==> src/rtl/pwm_pkg.sv <==
// Shared types for the PWM fade controller: duty code width, duty type and FSM states.
package pwm_pkg;

    localparam int DUTY_W = 8;

    typedef logic [DUTY_W-1:0] duty_t;

    typedef enum logic {
        ST_IDLE = 1'b0,
        ST_RAMP = 1'b1
    } state_t;

    // Clock cycles per 1-LSB duty step.
    function automatic int step_count(input int clk_hz, input int step_us);
        return (clk_hz / 1000000) * step_us;
    endfunction

endpackage

==> src/rtl/pwm_step_tick.sv <==
// Ramp prescaler: counts enabled, non-held cycles and pulses tick on the terminal count.
module pwm_step_tick #(
    parameter int STEP_COUNT = 4
) (
    input  logic clk,
    input  logic reset,
    input  logic clear,
    input  logic enable,
    input  logic hold,
    output logic tick
);

    localparam int CNT_W = $clog2(STEP_COUNT + 1);
    localparam logic [CNT_W-1:0] TERMINAL = CNT_W'(STEP_COUNT - 1);

    logic [CNT_W-1:0] count;

    assign tick = enable && !hold && (count == TERMINAL);

    // Hold freezes the count so stepping resumes exactly where it stopped.
    always_ff @(posedge clk or posedge reset) begin
        if (reset) begin
            count <= '0;
        end else if (clear) begin
            count <= '0;
        end else if (enable && !hold) begin
            count <= tick ? '0 : count + 1'b1;
        end
    end

endmodule

==> src/rtl/pwm_fade_ctrl.sv <==
// Duty-cycle fade controller: jumps or ramps the PWM duty code toward a requested target.
module pwm_fade_ctrl
    import pwm_pkg::*;
#(
    parameter int C_CLK_FREQ_HZ = 100000000,
    parameter int C_STEP_US     = 1000
) (
    input  logic              clk,
    input  logic              reset,
    input  logic [DUTY_W-1:0] target_duty,
    input  logic              target_immediate,
    input  logic              target_valid,
    output logic              target_ready,
    input  logic              hold,
    output logic [DUTY_W-1:0] duty_cycle,
    output logic              duty_cycle_valid,
    output logic              ramp_active,
    output logic              ramp_done
);

    localparam int STEP_COUNT = step_count(C_CLK_FREQ_HZ, C_STEP_US);

    generate
        if (STEP_COUNT < 1) begin : g_bad_step
            $error("pwm_fade_ctrl: STEP_COUNT must be at least 1");
        end
    endgenerate

    state_t state;
    duty_t  target_q;
    duty_t  step_val;
    logic   dir_up;
    logic   accept;
    logic   tick;

    // Handshake: a request transfers on the rising edge where target_valid && target_ready.
    assign accept   = target_valid && target_ready && (state == ST_IDLE);
    assign step_val = dir_up ? duty_cycle + 1'b1 : duty_cycle - 1'b1;

    // Prescaler sits at zero throughout IDLE, so every ramp starts from a clean count.
    pwm_step_tick #(
        .STEP_COUNT(STEP_COUNT)
    ) u_step_tick (
        .clk    (clk),
        .reset  (reset),
        .clear  (state == ST_IDLE),
        .enable (state == ST_RAMP),
        .hold   (hold),
        .tick   (tick)
    );

    always_ff @(posedge clk or posedge reset) begin
        if (reset) begin
            state            <= ST_IDLE;
            duty_cycle       <= '0;
            duty_cycle_valid <= 1'b0;
            ramp_done        <= 1'b0;
            ramp_active      <= 1'b0;
            target_ready     <= 1'b0;
            target_q         <= '0;
            dir_up           <= 1'b0;
        end else begin
            duty_cycle_valid <= 1'b0;
            ramp_done        <= 1'b0;
            case (state)
                ST_IDLE: begin
                    if (accept) begin
                        target_ready <= 1'b0;
                        if (target_immediate) begin
                            duty_cycle       <= target_duty;
                            duty_cycle_valid <= 1'b1;
                            ramp_done        <= 1'b1;
                        end else if (target_duty == duty_cycle) begin
                            ramp_done <= 1'b1;
                        end else begin
                            target_q    <= target_duty;
                            dir_up      <= (target_duty > duty_cycle);
                            state       <= ST_RAMP;
                            ramp_active <= 1'b1;
                        end
                    end else begin
                        target_ready <= 1'b1;
                    end
                end
                ST_RAMP: begin
                    target_ready <= 1'b0;
                    if (tick) begin
                        duty_cycle       <= step_val;
                        duty_cycle_valid <= 1'b1;
                        if (step_val == target_q) begin
                            ramp_done   <= 1'b1;
                            state       <= ST_IDLE;
                            ramp_active <= 1'b0;
                        end
                    end
                end
                default: begin
                    state       <= ST_IDLE;
                    ramp_active <= 1'b0;
                end
            endcase
        end
    end

endmodule
==> config.mk <==
export PLATFORM = sky130hd
export DESIGN_NAME = pwm_fade_ctrl
export DESIGN_NICKNAME = d
export VERILOG_FILES = /design/src/rtl/pwm_pkg.sv /design/src/rtl/pwm_step_tick.sv /design/src/rtl/pwm_fade_ctrl.sv
export SDC_FILE = /design/constraint.sdc
export NUM_CORES = 1
export LEC_CHECK = 0
export BUFFER_PORTS_ARGS = -buffer_cell sky130_fd_sc_hd__buf_2
export CAP_MARGIN = 5
export CORE_UTILIZATION = 40
export CTS_CLUSTER_DIAMETER = 40
export DETAILED_ROUTE_END_ITERATION = 7
export PLACE_DENSITY = 0.54
export SLEW_MARGIN = 40
export SYNTH_ARGS = -nofsm -noshare
export SYNTH_HDL_FRONTEND = slang
export SYNTH_SLANG_ARGS = --single-unit
==> constraint.sdc <==
create_clock -name clk -period 3.3 [get_ports clk]
set_clock_uncertainty 0.15 [all_clocks]
set_input_delay 0.66 -clock clk [delete_from_list [all_inputs] [get_ports clk]]
set_output_delay 0.66 -clock clk [all_outputs]
set_load 0.02 [all_outputs]
; Yosys cells after proc, flatten, opt, wreduce, memory -nomap -nowiden
; Index checks and enable logic that the tools add are counted.
[word_totals]
register_bits = 39
elab_cells = 66
output_inout_bits = 12
[classes]
n_eq_ne = 10
n_addsub = 3
bitwise = 3
n_mux = 32
n_reduce_logical = 8
n_lt_le_gt_ge = 1
[ops]
columns = operator, n
row1 = $mux W17, 3
row2 = $mux W8, 4
row3 = $mux W1, 19
row4 = $add A17 B1 Y17 const B, 1
row5 = $eq A17 B17 Y1 const B, 1
row6 = $eq A8 B8 Y1, 2
row7 = $pmux W8 S2, 1
row8 = $pmux W1 S2, 5
row9 = $add A8 B1 Y8 const B, 1
row10 = $gt A8 B8 Y1, 1
row11 = $ne A2 B2 Y1 const B, 4
row12 = $sub A8 B1 Y8 const B, 1
row13 = $ne A2 B1 Y1 const B, 3
row14 = $reduce_and A5 Y1, 1
row15 = $logic_and A1 B1 Y1, 4
row16 = $reduce_and A4 Y1, 1
row17 = $not A1 Y1, 3
row18 = $reduce_and A3 Y1, 1
row19 = $logic_not A1 Y1, 1

; Logic depth before layout (Yosys ltp)
; Gate-level depths: netlist of run 1.
[depth]
depth_word = 6
depth_mapped = 9

; Modules after synthesis
; A second synthesis of run 1 with hierarchy kept.
[hier_totals]
cells_unflattened = 274
area_unflattened_um2 = 2636.3
[modules_own_cells]
columns = mod, instances, area_each_um2, cells_each
row1 = pwm_fade_ctrl, 1, 1671.6, 173
row2 = pwm_step_tick, 1, 964.7, 101

; Worst setup path before layout of run 1
; OpenSTA, ideal clock, no wires.
[synth_path]
path_type = flip-flop to flip-flop
start = register duty_cycle[0]
end = register ramp_active
path_stages_with_launch = 9
setup_ps = 125
required_ps = 3025
t_arrival_ps = 2433
slack_ps = 592
synth_period_minus_slack_ps = 2708
n_path_buf = 0
cell_sequence = dfrtp_1 > inv_1 > fa_1 > xnor2_1 > xnor2_1 > o311ai_0 > a31o_2 > or4_4 > o2bb2ai_1
[synth_between]
elab_chain_len = 5
word_cells_on_any_way = 8
cone_classes = add/sub: 2 / eq/ne: 4 / mux: 1 / reduce/logical: 1
[synth_rtl]
columns = element, line_no
row1 = from (decl), pwm_fade_ctrl.sv:15  ; output logic [DUTY_W-1:0] duty_cycle,
row2 = from (signal assigned), pwm_fade_ctrl.sv:70  ; duty_cycle <= target_duty;
row3 = from (signal assigned), pwm_fade_ctrl.sv:88  ; duty_cycle <= step_val;
row4 = $sub A8 B1 Y8 / $add A8 B1 Y8 (equally long branches), pwm_fade_ctrl.sv:38  ; assign step_val = dir_up ? duty_cycle + 1'b1 : duty_cycle - 1'b1;
row5 = $mux W8, pwm_fade_ctrl.sv:38
row6 = $eq A8 B8 Y1, pwm_fade_ctrl.sv:90  ; if (step_val == target_q) begin
row7 = $ne A2 B1 Y1 (no line), --
row8 = $reduce_and A5 Y1 (no line) *, --
row9 = to (signal assigned), pwm_fade_ctrl.sv:58  ; ramp_active <= 1'b0;
row10 = to (signal assigned), pwm_fade_ctrl.sv:93  ; ramp_active <= 1'b0;
row11 = to (signal assigned), pwm_fade_ctrl.sv:99  ; ramp_active <= 1'b0;
row12 = to (decl), pwm_fade_ctrl.sv:17  ; output logic ramp_active,
; Mark *: on every way between the ends. The rest lies on a longest branch, timed or not.
; A chain may end at the register's enable or synchronous reset.

; Worst setup path after layout of run 1
[layout_path]
start = register duty_cycle[0]
end = register state
[layout_between]
elab_chain_len = 6
word_cells_on_any_way = 11
cone_classes = add/sub: 2 / eq/ne: 2 / mux: 7
[layout_rtl]
columns = element, line_no
row1 = $sub A8 B1 Y8 / $add A8 B1 Y8 (equally long branches), pwm_fade_ctrl.sv:38
row2 = $mux W8, pwm_fade_ctrl.sv:38
row3 = $eq A8 B8 Y1, pwm_fade_ctrl.sv:90
row4 = $mux W1, pwm_fade_ctrl.sv:90
row5 = $mux W1, pwm_fade_ctrl.sv:87  ; if (tick) begin
row6 = $pmux W1 S2 *, pwm_fade_ctrl.sv:65  ; case (state)
row7 = to (signal assigned), pwm_fade_ctrl.sv:78  ; state <= ST_RAMP;
row8 = to (signal assigned), pwm_fade_ctrl.sv:92  ; state <= ST_IDLE;
row9 = to (signal assigned), pwm_fade_ctrl.sv:98  ; state <= ST_IDLE;
row10 = to (decl), pwm_fade_ctrl.sv:29  ; state_t state;
; Marks and branches as above.

==> flow_metrics.py, run 1 <==
metrics = {
    "floorplanning": {
        "die_w_um": 80.3,
        "core-area_um2": 5920,
        "die-area_um2": 6450,
        "start_util_pct": 41.5,
        "row_count": 28,
        "io_pins": 25,
        "dieHeight_um": 80.3,
    },
    "synth": {
        "netlist_area_um2": 2450,
        "synthSimpleGateAreaFrac_pct": 18.7,
        "synth_top_area_cell": "dfrtp_1",
        "synthTopCellsByArea": "dfrtp_1 (40%), ha_1 (7.6%), nor2_1 (4.4%)",
        "synth_fa_ha_area_share_pct": 8.46,
        "yosysTopAreaCellShare_pct": 39.8,
        "synth_top_family_by_area": "simple AND/OR/NAND/NOR gates",
        "synth_mux_area_share_pct": 4.43,
        "ys_seq_area_share_pct": 39.8,
        "async_reset_ff_share_pct": 100,
        "synth-xor-area-share_pct": 9.73,
        "synth_flop_cell": "dfrtp_1",
        "syn_nets": 283,
        "syn_inst": 254,
        "ys_warn_count": 0,
        "yosysUniqueCellTypes": 54,
        "synth_compound_area_share_pct": 15.9,
        "synth.ff_latch_count": 39,
        "synth-edff-count": 0,
        "postSynthAreaPerCell_um2": 9.66,
    },
    "setup_path": {
        "reg2reg_slack_ns": 0.44,
        "timing.critical_path.from_type": "register",
        "crit_type": "reg2reg",
        "cp.arrival_ns": 2.89,
        "rr_worst_depth": 8,
        "r2r_end": "state$_DFF_PP0_",
        "critPathRequiredTime_ns": 3.33,
        "crit_path_end_kind": "register",
        "crit_fanout": 6,
        "rr_startpoint": "duty_cycle[0]$_DFFE_PP0P_",
    },
    "power_and_ir_drop": {
        "p_sw_share_pct": 44.5,
        "p_leak_nw": 1.30,
        "switchingPower_w": 0.00124,
        "clockPowerShare_pct": 11.8,
        "pwr-share-comb_pct": 60.6,
        "p_per_area_nw_per_um2": 994,
        "intPower_w": 0.00154,
        "p_seq_share_pct": 27.6,
        "ir_drop_mv": 0.429,
    },
    "clock_network": {
        "cts_buffers": 5,
        "clk_latency_ns": 0.30,
        "clockRootBuffer": "clkbuf_8",
        "cts_resized": 0,
        "htree_levels": 2,
        "cts_hold_buf": 0,
        "clock_sinks": 39,
        "postCtsSetupBuffers": 0,
        "cts_tree": "done",
        "clockBufferDepth": 2,
        "path_clk_slew_ns": 0.08,
    },
    "global_route": {
        "grt_start_max_net_pins": 24,
        "grt_usage_pct": 19.7,
        "met2_usage_pct": 29.7,
        "grt_pass1_wl_um": 9450,
        "met3_usage_pct": 4.55,
        "grt_most_used_layer": "met2",
        "antenna_found_initial": 0,
        "use_met1_pct": 27.0,
        "overflow": 0,
        "grt_pass1_vias": 1880,
    },
    "sta": {
        "period_needed_ns": 2.86,
        "max-slew-margin-rel_pct": 52.2,
        "worst_pin_slew_ns": 0.707,
        "rsz0062_at_grt": "no",
        "tns_ns": 0,
        "final_max_slew_viol_count": 0,
        "setup_violations": 0,
        "fmax_mhz": 349,
        "timing.final.ws_setup_ns": 0.436,
        "fin_crit_sh_pct": 86.8,
        "finalHoldViolCount": 0,
    },
    "run_status": {
        "outcome": "finished, final reports clean",
    },
    "layout": {
        "drive_above_1_share_pct": 19.8,
        "syn_to_final_growth_pct": 13.8,
        "antenna_cells": 0,
        "postLayoutCoreUtil_pct": 47.2,
        "largest_register_ffs": 17,
        "final_cell_area_um2": 2790,
        "top_register": "u_step_tick.count",
        "top_regs": "u_step_tick.count x17, duty_cycle x8, target_q x8",
        "nNetsFinal": 316,
        "instances_no_fill": 363,
    },
    "placed_design": {
        "dp_slack_ns": 0.463,
        "dp.final_hpwl_um": 4550,
        "placed_area_um2": 2710,
        "port_buffers": 24,
        "gp_congestion": 0.811,
        "placed_cells": 355,
    },
    "job": {
        "cap_violations": 0,
    },
    "route": {
        "dr.pass1.iters": 6,
        "totalWireLength_um": 5820,
        "drt_iter0_markers": 86,
        "drc": 0,
        "detail-route-antenna-nets": 0,
        "vias": 1972,
        "post_drt_via_cell_ratio": 5.43,
        "wl_per_cell_um": 16.0,
    },
    "hold_path": {
        "worstHoldPathType": "in2async",
    },
}
cell usage after synthesis (all sizes together), types with 7 or more instances:
library cell	count
a21oi	12
nor2	29
nor2b	8
mux2	7
ha	15
o21ai	13
nand4	8
inv	12
xnor2	12
nand3	8
xor2	10
dfrtp	39
nand2	15
per-layer routing:
metal | vias up | part of all wire (%)
met5 | - | 0
met4 | 0 | 2.2
met3 | 12 | 4.0
met2 | 40 | 45
met1 | 946 | 49
li1 | 974 | -
area by class of cell:
type	instances	area, um^2
fillers	591	3130
multi-input cells	195	1400
flip-flops and latches	39	976
repair buffers	33	188
well taps	75	93.8
clock buffers	6	72.6
inverters	13	48.8
clock inverters	2	12.5
kinds of logic (layout without fill, tap and decap cells):
kind of cell	after synthesis	count (layout)
multiplexers	10	10
adder cells (fa/ha/maj)	16	16
AO/OA/AOI/OAI	55	55
AND/OR/NAND/NOR	90	90
buffers and inverters	20	54
flip-flops	39	39
XOR/XNOR	24	24
how the worst max path moves through the flow:
stage / from / to / slack (ns) / cells after the start
5_1_grt: duty_cycle[0]$_DFFE_PP0P_ / ramp_active$_DFFE_PP0P_ / 0.27 / 8
6_report: duty_cycle[0]$_DFFE_PP0P_ / state$_DFF_PP0_ / 0.44 / 8
3_3_place_gp: duty_cycle[0]$_DFFE_PP0P_ / state$_DFF_PP0_ / 0.48 / 8
3_5_place_dp: duty_cycle[0]$_DFFE_PP0P_ / state$_DFF_PP0_ / 0.46 / 8
4_1_cts: duty_cycle[0]$_DFFE_PP0P_ / state$_DFF_PP0_ / 0.44 / 8
2_1_floorplan: duty_cycle[0]$_DFFE_PP0P_ / ramp_active$_DFFE_PP0P_ / 0.59 / 8
cells in the final DEF (no fill, tap or decap), drive strengths merged, types with 2 or more instances in the layout:
cell type	count
a21oi	12
or4	2
xor2	10
ha	15
nor2b	8
nand3	8
o31ai	2
o21bai	2
o211ai	2
inv	12
nor2	29
clkbuf	6
nand4	8
mux2	7
o2bb2ai	3
nand2	15
nand2b	3
nor4b	3
a21o	2
o21a	3
dfrtp	39
mux2i	3
and3	5
clkinv	2
or2	2
o21ai	13
xnor3	2
xnor2	12
buf	33
a211oi	3
nor3	3
a22o	3
stage by stage:
step,power (W),hold slack [ns]
3_3_place_gp,0.00245,0.300
2_1_floorplan,0.00202,0.315
4_1_cts,0.00279,0.235
3_5_place_dp,0.00244,0.311
5_1_grt,0.00301,0.263
6_report,0.00278,0.217
critical path: stages (launching register included):
cell	delay [ns]
dfrtp_1	0.49
inv_1	0.14
fa_1	0.49
nand2b_1	0.19
o2bb2ai_1	0.18
a221oi_1	0.35
nand4_1	0.15
or4_4	0.45
o2bb2ai_1	0.15
power groups by stage:
| stage | clock, W | combinational [W] | sequential (W) |
|---|---|---|---|
| 2_1_floorplan | 0 | 0.00121 | 0.000804 |
| 4_1_cts | 0.000338 | 0.00169 | 0.000770 |
| 5_1_grt | 0.000358 | 0.00187 | 0.000787 |
| 3_5_place_dp | 0 | 0.00166 | 0.000778 |
| 3_3_place_gp | 0 | 0.00167 | 0.000774 |
| 6_report | 0.000328 | 0.00168 | 0.000767 |
Note: power is estimated with default switching activity, not from simulation.
==> run 2: changes to the inputs <==
--- a/config.mk
+++ b/config.mk
@@ -7,6 +7,7 @@
 export LEC_CHECK = 0
 export BUFFER_PORTS_ARGS = -buffer_cell sky130_fd_sc_hd__buf_2
 export CAP_MARGIN = 5
+export CORE_ASPECT_RATIO = 1.1
 export CORE_UTILIZATION = 40
 export CTS_CLUSTER_DIAMETER = 40
 export DETAILED_ROUTE_END_ITERATION = 7
==> run 2 against run 1 <==
Compared with the run above:
- non-clock buffer count decreased by 3
- critical path depth unchanged
- wire length increased by 0.31%
- hold slack improved by 0.027 ns
- setup slack improved by 0.019 ns
- via count decreased by 4.1%
- first-iteration DRC count increased by 15%
- flip-flop and latch count unchanged
- critical path type unchanged
- critical endpoint unchanged
- largest cell class unchanged
==> flow_metrics.py, run 2 (synthesized netlist as in run 1, its figures left out) <==
metrics = {
    "sta": {
        "fin_crit_sh_pct": 86.2,
        "setup_violations": 0,
        "finalHoldViolCount": 0,
        "tns_ns": 0,
        "final_max_slew_viol_count": 0,
        "rsz0062_at_grt": "no",
        "worst_pin_slew_ns": 0.674,
        "period_needed_ns": 2.84,
        "fmax_mhz": 352,
        "max-slew-margin-rel_pct": 54.5,
        "worst_hold_slack_ns": 0.244,
    },
    "clock_network": {
        "htree_levels": 2,
        "cts_resized": 0,
        "postCtsSetupBuffers": 0,
        "clk_latency_ns": 0.29,
        "path_clk_slew_ns": 0.08,
        "cts_buffers": 5,
        "clock_sinks": 39,
        "clockRootBuffer": "clkbuf_8",
        "cts_hold_buf": 0,
        "clockBufferDepth": 2,
        "cts_tree": "done",
    },
    "floorplanning": {
        "io_pins": 25,
        "die-area_um2": 6460,
        "dieHeight_um": 84.2,
        "row_count": 29,
        "start_util_pct": 42.0,
        "core-area_um2": 5840,
        "die_w_um": 76.7,
    },
    "global_route": {
        "overflow": 0,
        "grt_pass1_wl_um": 9780,
        "grt_pass1_vias": 1947,
        "grt_usage_pct": 19.7,
        "grt_start_max_net_pins": 26,
        "antenna_found_initial": 0,
    },
    "layout": {
        "final_cell_area_um2": 2820,
        "final_common_cell": "dfrtp_1",
        "nNetsFinal": 313,
        "drive_above_1_share_pct": 18.9,
        "top_regs": "u_step_tick.count x17, duty_cycle x8, target_q x8",
        "largest_register_ffs": 17,
        "syn_to_final_growth_pct": 14.9,
        "top_register": "u_step_tick.count",
        "layout_common_cells": "dfrtp_1 (39), nor2_1 (29), buf_2 (24)",
        "n_fill_cell": 573,
        "antenna_cells": 0,
    },
    "setup_path": {
        "crit_type": "reg2reg",
        "reg2reg_slack_ns": 0.46,
        "crit_fanout": 7,
        "slowest_stage": "or4_4",
        "cp.arrival_ns": 2.87,
        "critPathRequiredTime_ns": 3.33,
        "rr_startpoint": "dir_up$_DFFE_PP0P_",
        "r2r_end": "state$_DFF_PP0_",
        "crit_path_max_incr_delay_ns": 0.54,
        "timing.critical_path.from_type": "register",
        "crit_path_end_kind": "register",
        "path_cells": "inv_1 -> ha_1 -> o21ai_0 -> o21bai_1 -> a21oi_2 -> xnor3_2 -> or4_4 -> o2bb2ai_1",
        "rr_worst_depth": 8,
    },
    "power_and_ir_drop": {
        "ir_drop_mv": 0.408,
        "p_per_area_nw_per_um2": 1020,
        "p_leak_nw": 1.31,
    },
    "route": {
        "dr.pass1.iters": 4,
        "drt_iter0_markers": 99,
        "totalWireLength_um": 5840,
        "wl_per_cell_um": 16.1,
        "post_drt_via_cell_ratio": 5.22,
        "vias": 1891,
        "detail-route-antenna-nets": 0,
        "drc": 0,
    },
    "placed_design": {
        "gp_congestion": 0.868,
        "placed_area_um2": 2690,
        "dp.final_hpwl_um": 4460,
        "port_buffers": 24,
    },
    "run_status": {
        "outcome": "finished, final reports clean",
    },
    "hold_path": {
        "worstHoldPathType": "in2async",
    },
    "job": {
        "cap_violations": 0,
    },
}
-- run 2: final cells by class --
type                            instances  area, um^2  area share, %
Inverter                               13        48.8           1.73
Clock inverter                          2        60.1           2.13
Tap cell                               77        96.3           3.41
Clock buffer                            6        72.6           2.57
Multi-Input combinational cell        195        1400           49.7
Timing Repair Buffer                   30         165           5.85
Sequential cell                        39         976           34.6
-- run 2: where the power goes --
group	internal, W	switching, W	total [W]
Clock	0.000303	0.000180	0.000482
Combinational	0.000752	0.000858	0.00161
Sequential	0.000615	0.000166	0.000781
-- run 2: worst max-delay path, delay by kind of cell, from the launching register on --
family                   cells  cell delay [ns]
buffers and inverters        1             0.23
AO/OA/AOI/OAI                4             0.80
adder cells (fa/ha/maj)      1             0.32
flip-flops                   1             0.44
XOR/XNOR                     1             0.26
AND/OR/NAND/NOR              1             0.54
-- run 2: how the worst max path moves through the flow --
stage / from / to / slack [ns] / depth (start not counted)
2_1_floorplan: duty_cycle[0]$_DFFE_PP0P_ / ramp_active$_DFFE_PP0P_ / 0.59 / 8
3_3_place_gp: dir_up$_DFFE_PP0P_ / ramp_active$_DFFE_PP0P_ / 0.53 / 8
3_5_place_dp: dir_up$_DFFE_PP0P_ / ramp_active$_DFFE_PP0P_ / 0.47 / 8
4_1_cts: dir_up$_DFFE_PP0P_ / ramp_active$_DFFE_PP0P_ / 0.46 / 8
5_1_grt: dir_up$_DFFE_PP0P_ / ramp_active$_DFFE_PP0P_ / 0.29 / 8
6_report: dir_up$_DFFE_PP0P_ / state$_DFF_PP0_ / 0.46 / 8
-- run 2: layer usage --
metal	vias to the layer above	GRT usage (%)	wire [um]
met1	896	26.2	2850
met5	-	0	0
met2	25	32.9	2770
met4	0	6.29	78
met3	5	3.15	136
li1	965	-	-
-- run 2: through the flow --
stage / power (W) / utilization, % / setup slack, ns / cells
after floorplan: 0.00202 / - / 0.592 / 254
after global placement: 0.00240 / 46.0 / 0.530 / 354
after detailed placement: 0.00240 / 46.0 / 0.469 / 354
after CTS: 0.00289 / 48.3 / 0.456 / 362
after global routing: 0.00310 / 48.3 / 0.287 / 362
final: 0.00287 / 48.3 / 0.455 / 362
==> run 3: changes to the inputs <==
--- a/config.mk
+++ b/config.mk
@@ -5,6 +5,7 @@
 export SDC_FILE = /design/constraint.sdc
 export NUM_CORES = 1
 export LEC_CHECK = 0
+export ABC_AREA = 1
 export BUFFER_PORTS_ARGS = -buffer_cell sky130_fd_sc_hd__buf_2
 export CAP_MARGIN = 5
 export CORE_ASPECT_RATIO = 1.1
==> run 3 against run 2 <==
Compared with the run above:
- synthesized cell count is 39% higher
- wire length is 4.0% higher
- via count is 21% higher
- first-iteration DRC count is 19% lower
- setup slack better by 0.37 ns
- register-to-register slack better by 0.37 ns
- non-clock buffer count is 4 lower
- critical path type unchanged
==> flow_metrics.py, run 3 <==
metrics = {
    "global_route": {
        "grt_pass1_wl_um": 10700,
        "antenna_found_initial": 0,
        "grt_pass1_vias": 2291,
        "overflow": 0,
        "grt_usage_pct": 20.1,
        "grt_start_max_net_pins": 40,
    },
    "layout": {
        "layout_common_cells": "nand2_1 (82), inv_1 (50), dfrtp_1 (39)",
        "top_register": "u_step_tick.count",
        "top_regs": "u_step_tick.count x17, duty_cycle x8, target_q x8",
        "syn_to_final_growth_pct": 12.8,
        "final_common_cell": "nand2_1",
        "antenna_cells": 0,
        "drive_above_1_share_pct": 12.6,
        "nNetsFinal": 408,
        "final_cell_area_um2": 2950,
        "largest_register_ffs": 17,
    },
    "sta": {
        "finalHoldViolCount": 0,
        "fmax_mhz": 404,
        "final_max_slew_viol_count": 0,
        "tns_ns": 0,
        "timing.final.ws_setup_ns": 0.823,
        "fin_crit_sh_pct": 75.1,
        "worst_hold_slack_ns": 0.311,
        "worst_pin_slew_ns": 0.507,
        "max-slew-margin-rel_pct": 66.2,
        "setup_violations": 0,
        "rsz0062_at_grt": "no",
        "period_needed_ns": 2.48,
    },
    "clock_network": {
        "postCtsSetupBuffers": 0,
        "cts_hold_buf": 0,
        "cts_buffers": 5,
        "cts_tree": "done",
        "clockRootBuffer": "clkbuf_8",
        "path_clk_slew_ns": 0.09,
        "htree_levels": 2,
        "cts_resized": 0,
        "clk_latency_ns": 0.29,
        "clock_sinks": 39,
        "clockBufferDepth": 2,
    },
    "floorplanning": {
        "dieHeight_um": 86.9,
        "start_util_pct": 42.0,
        "die-area_um2": 6880,
        "io_pins": 25,
        "core-area_um2": 6230,
        "die_w_um": 79.2,
        "row_count": 30,
    },
    "synth": {
        "synth_flop_cell": "dfrtp_1",
        "synth-edff-count": 0,
        "syn_nets": 381,
        "yosysUniqueCellTypes": 35,
        "yosysTopAreaCellShare_pct": 37.2,
        "async_reset_ff_share_pct": 100,
        "ys_warn_count": 0,
        "synth_top_area_cell": "dfrtp_1",
        "ys_seq_area_share_pct": 37.2,
        "synthTopCellsByArea": "dfrtp_1 (37%), nand2_1 (12%), ha_1 (7.2%)",
        "postSynthAreaPerCell_um2": 7.44,
        "synth.most_common_cell": "nand2_1",
        "synth.ff_latch_count": 39,
        "netlist_area_um2": 2620,
        "syn_inst": 352,
        "synthTopCellsByCount": "nand2_1 (82), inv_1 (50), dfrtp_1 (39)",
    },
    "placed_design": {
        "dp_slack_ns": 0.778,
        "dp.final_hpwl_um": 4670,
        "port_buffers": 24,
        "gp_congestion": 0.872,
        "placed_area_um2": 2820,
    },
    "setup_path": {
        "cp.arrival_ns": 2.49,
        "critPathRequiredTime_ns": 3.32,
        "reg2reg_slack_ns": 0.82,
        "timing.critical_path.from_type": "register",
        "crit_path_end_kind": "register",
        "rr_worst_depth": 14,
        "crit_type": "reg2reg",
        "rr_startpoint": "duty_cycle[0]$_DFFE_PP0P_",
        "crit_fanout": 7,
        "r2r_end": "ramp_active$_DFFE_PP0P_",
    },
    "hold_path": {
        "min-delay-start": "target_ready$_DFF_PP0_",
        "min_to": "target_ready$_DFF_PP0_",
        "worstHoldPathType": "reg2reg",
        "hold_depth": 1,
    },
    "route": {
        "post_drt_via_cell_ratio": 4.99,
        "totalWireLength_um": 6070,
        "dr.pass1.iters": 5,
        "drc": 0,
        "vias": 2294,
        "detail-route-antenna-nets": 0,
        "drt_iter0_markers": 80,
        "wl_per_cell_um": 13.2,
    },
    "power_and_ir_drop": {
        "intPower_w": 0.00148,
        "p_sw_share_pct": 46.0,
        "p_per_area_nw_per_um2": 926,
        "pwr-share-comb_pct": 55.7,
        "ir_drop_mv": 0.496,
        "power_w": 0.00274,
        "p_leak_nw": 1.48,
        "clockPowerShare_pct": 17.3,
        "p_seq_share_pct": 27.0,
        "switchingPower_w": 0.00126,
    },
    "job": {
        "cap_violations": 0,
    },
    "run_status": {
        "outcome": "finished, final reports clean",
    },
}
run 3: per-layer routing:
| layer | wire [um] | up-vias | part of all wire [%] | global-route usage (%) |
|---|---|---|---|---|
| met4 | 31 | 0 | 0.51 | 6.45 |
| met1 | 2760 | 1052 | 45 | 24.0 |
| li1 | - | 1220 | - | - |
| met2 | 3170 | 20 | 52 | 36.8 |
| met3 | 101 | 2 | 1.7 | 3.04 |
| met5 | 0 | - | 0 | 0 |
run 3: worst max-delay path, cell delays in order (launching register included):
cell and delay, ns:
dfrtp_1 0.49, inv_1 0.12, fa_1 0.47, inv_1 0.09, nand2_1 0.08, nand2_1 0.12, nand3_1 0.14, nand2_1 0.11
nand2_1 0.07, nand3_1 0.07, nand2_1 0.06, nor2_1 0.11, nand3_1 0.13, nand2_1 0.09, nand2_1 0.05
run 3: how the worst max path moves through the flow:
stage | startpoint | to | cells after the start
after global routing | duty_cycle[0]$_DFFE_PP0P_ | ramp_active$_DFFE_PP0P_ | 14
after floorplan | duty_cycle[0]$_DFFE_PP0P_ | ramp_active$_DFFE_PP0P_ | 14
after global placement | target_duty[7] | target_q[1]$_DFFE_PP0P_ | 6
after detailed placement | target_duty[3] | target_q[1]$_DFFE_PP0P_ | 6
final | duty_cycle[0]$_DFFE_PP0P_ | ramp_active$_DFFE_PP0P_ | 14
after CTS | duty_cycle[0]$_DFFE_PP0P_ | ramp_active$_DFFE_PP0P_ | 14
run 3: through the flow:
stage               util [%]  cells
floorplan                  -    352
global placement        45.3    452
detailed placement      45.3    452
CTS                     47.4    460
global route            47.4    460
finish                  47.4    460
run 3: cell type report:
class	count	area [um^2]
clock buffer	6	72.6
clock inverter	2	60.1
fill	617	3280
inverter	53	199
multi-input combinational	254	1410
sequential	39	976
tap	80	100
timing repair buffer	26	135
run 3: power by group through the flow:
stage	clock, W	sequential, W	combinational [W]
after global placement	0	0.000748	0.00151
final	0.000472	0.000739	0.00153
after floorplan	0	0.000793	0.00111
after CTS	0.000492	0.000741	0.00154
after detailed placement	0	0.000751	0.00153
after global routing	0.000504	0.000761	0.00176
run 3: logic make-up after synthesis:
| family | synth area share [%] |
|---|---|
| buffers and inverters | 8.88 |
| multiplexers | 0.860 |
| flip-flops | 37.2 |
| AO/OA/AOI/OAI | 11.3 |
| XOR/XNOR | 3.01 |
| AND/OR/NAND/NOR | 30.8 |
| adder cells (fa/ha/maj) | 7.93 |
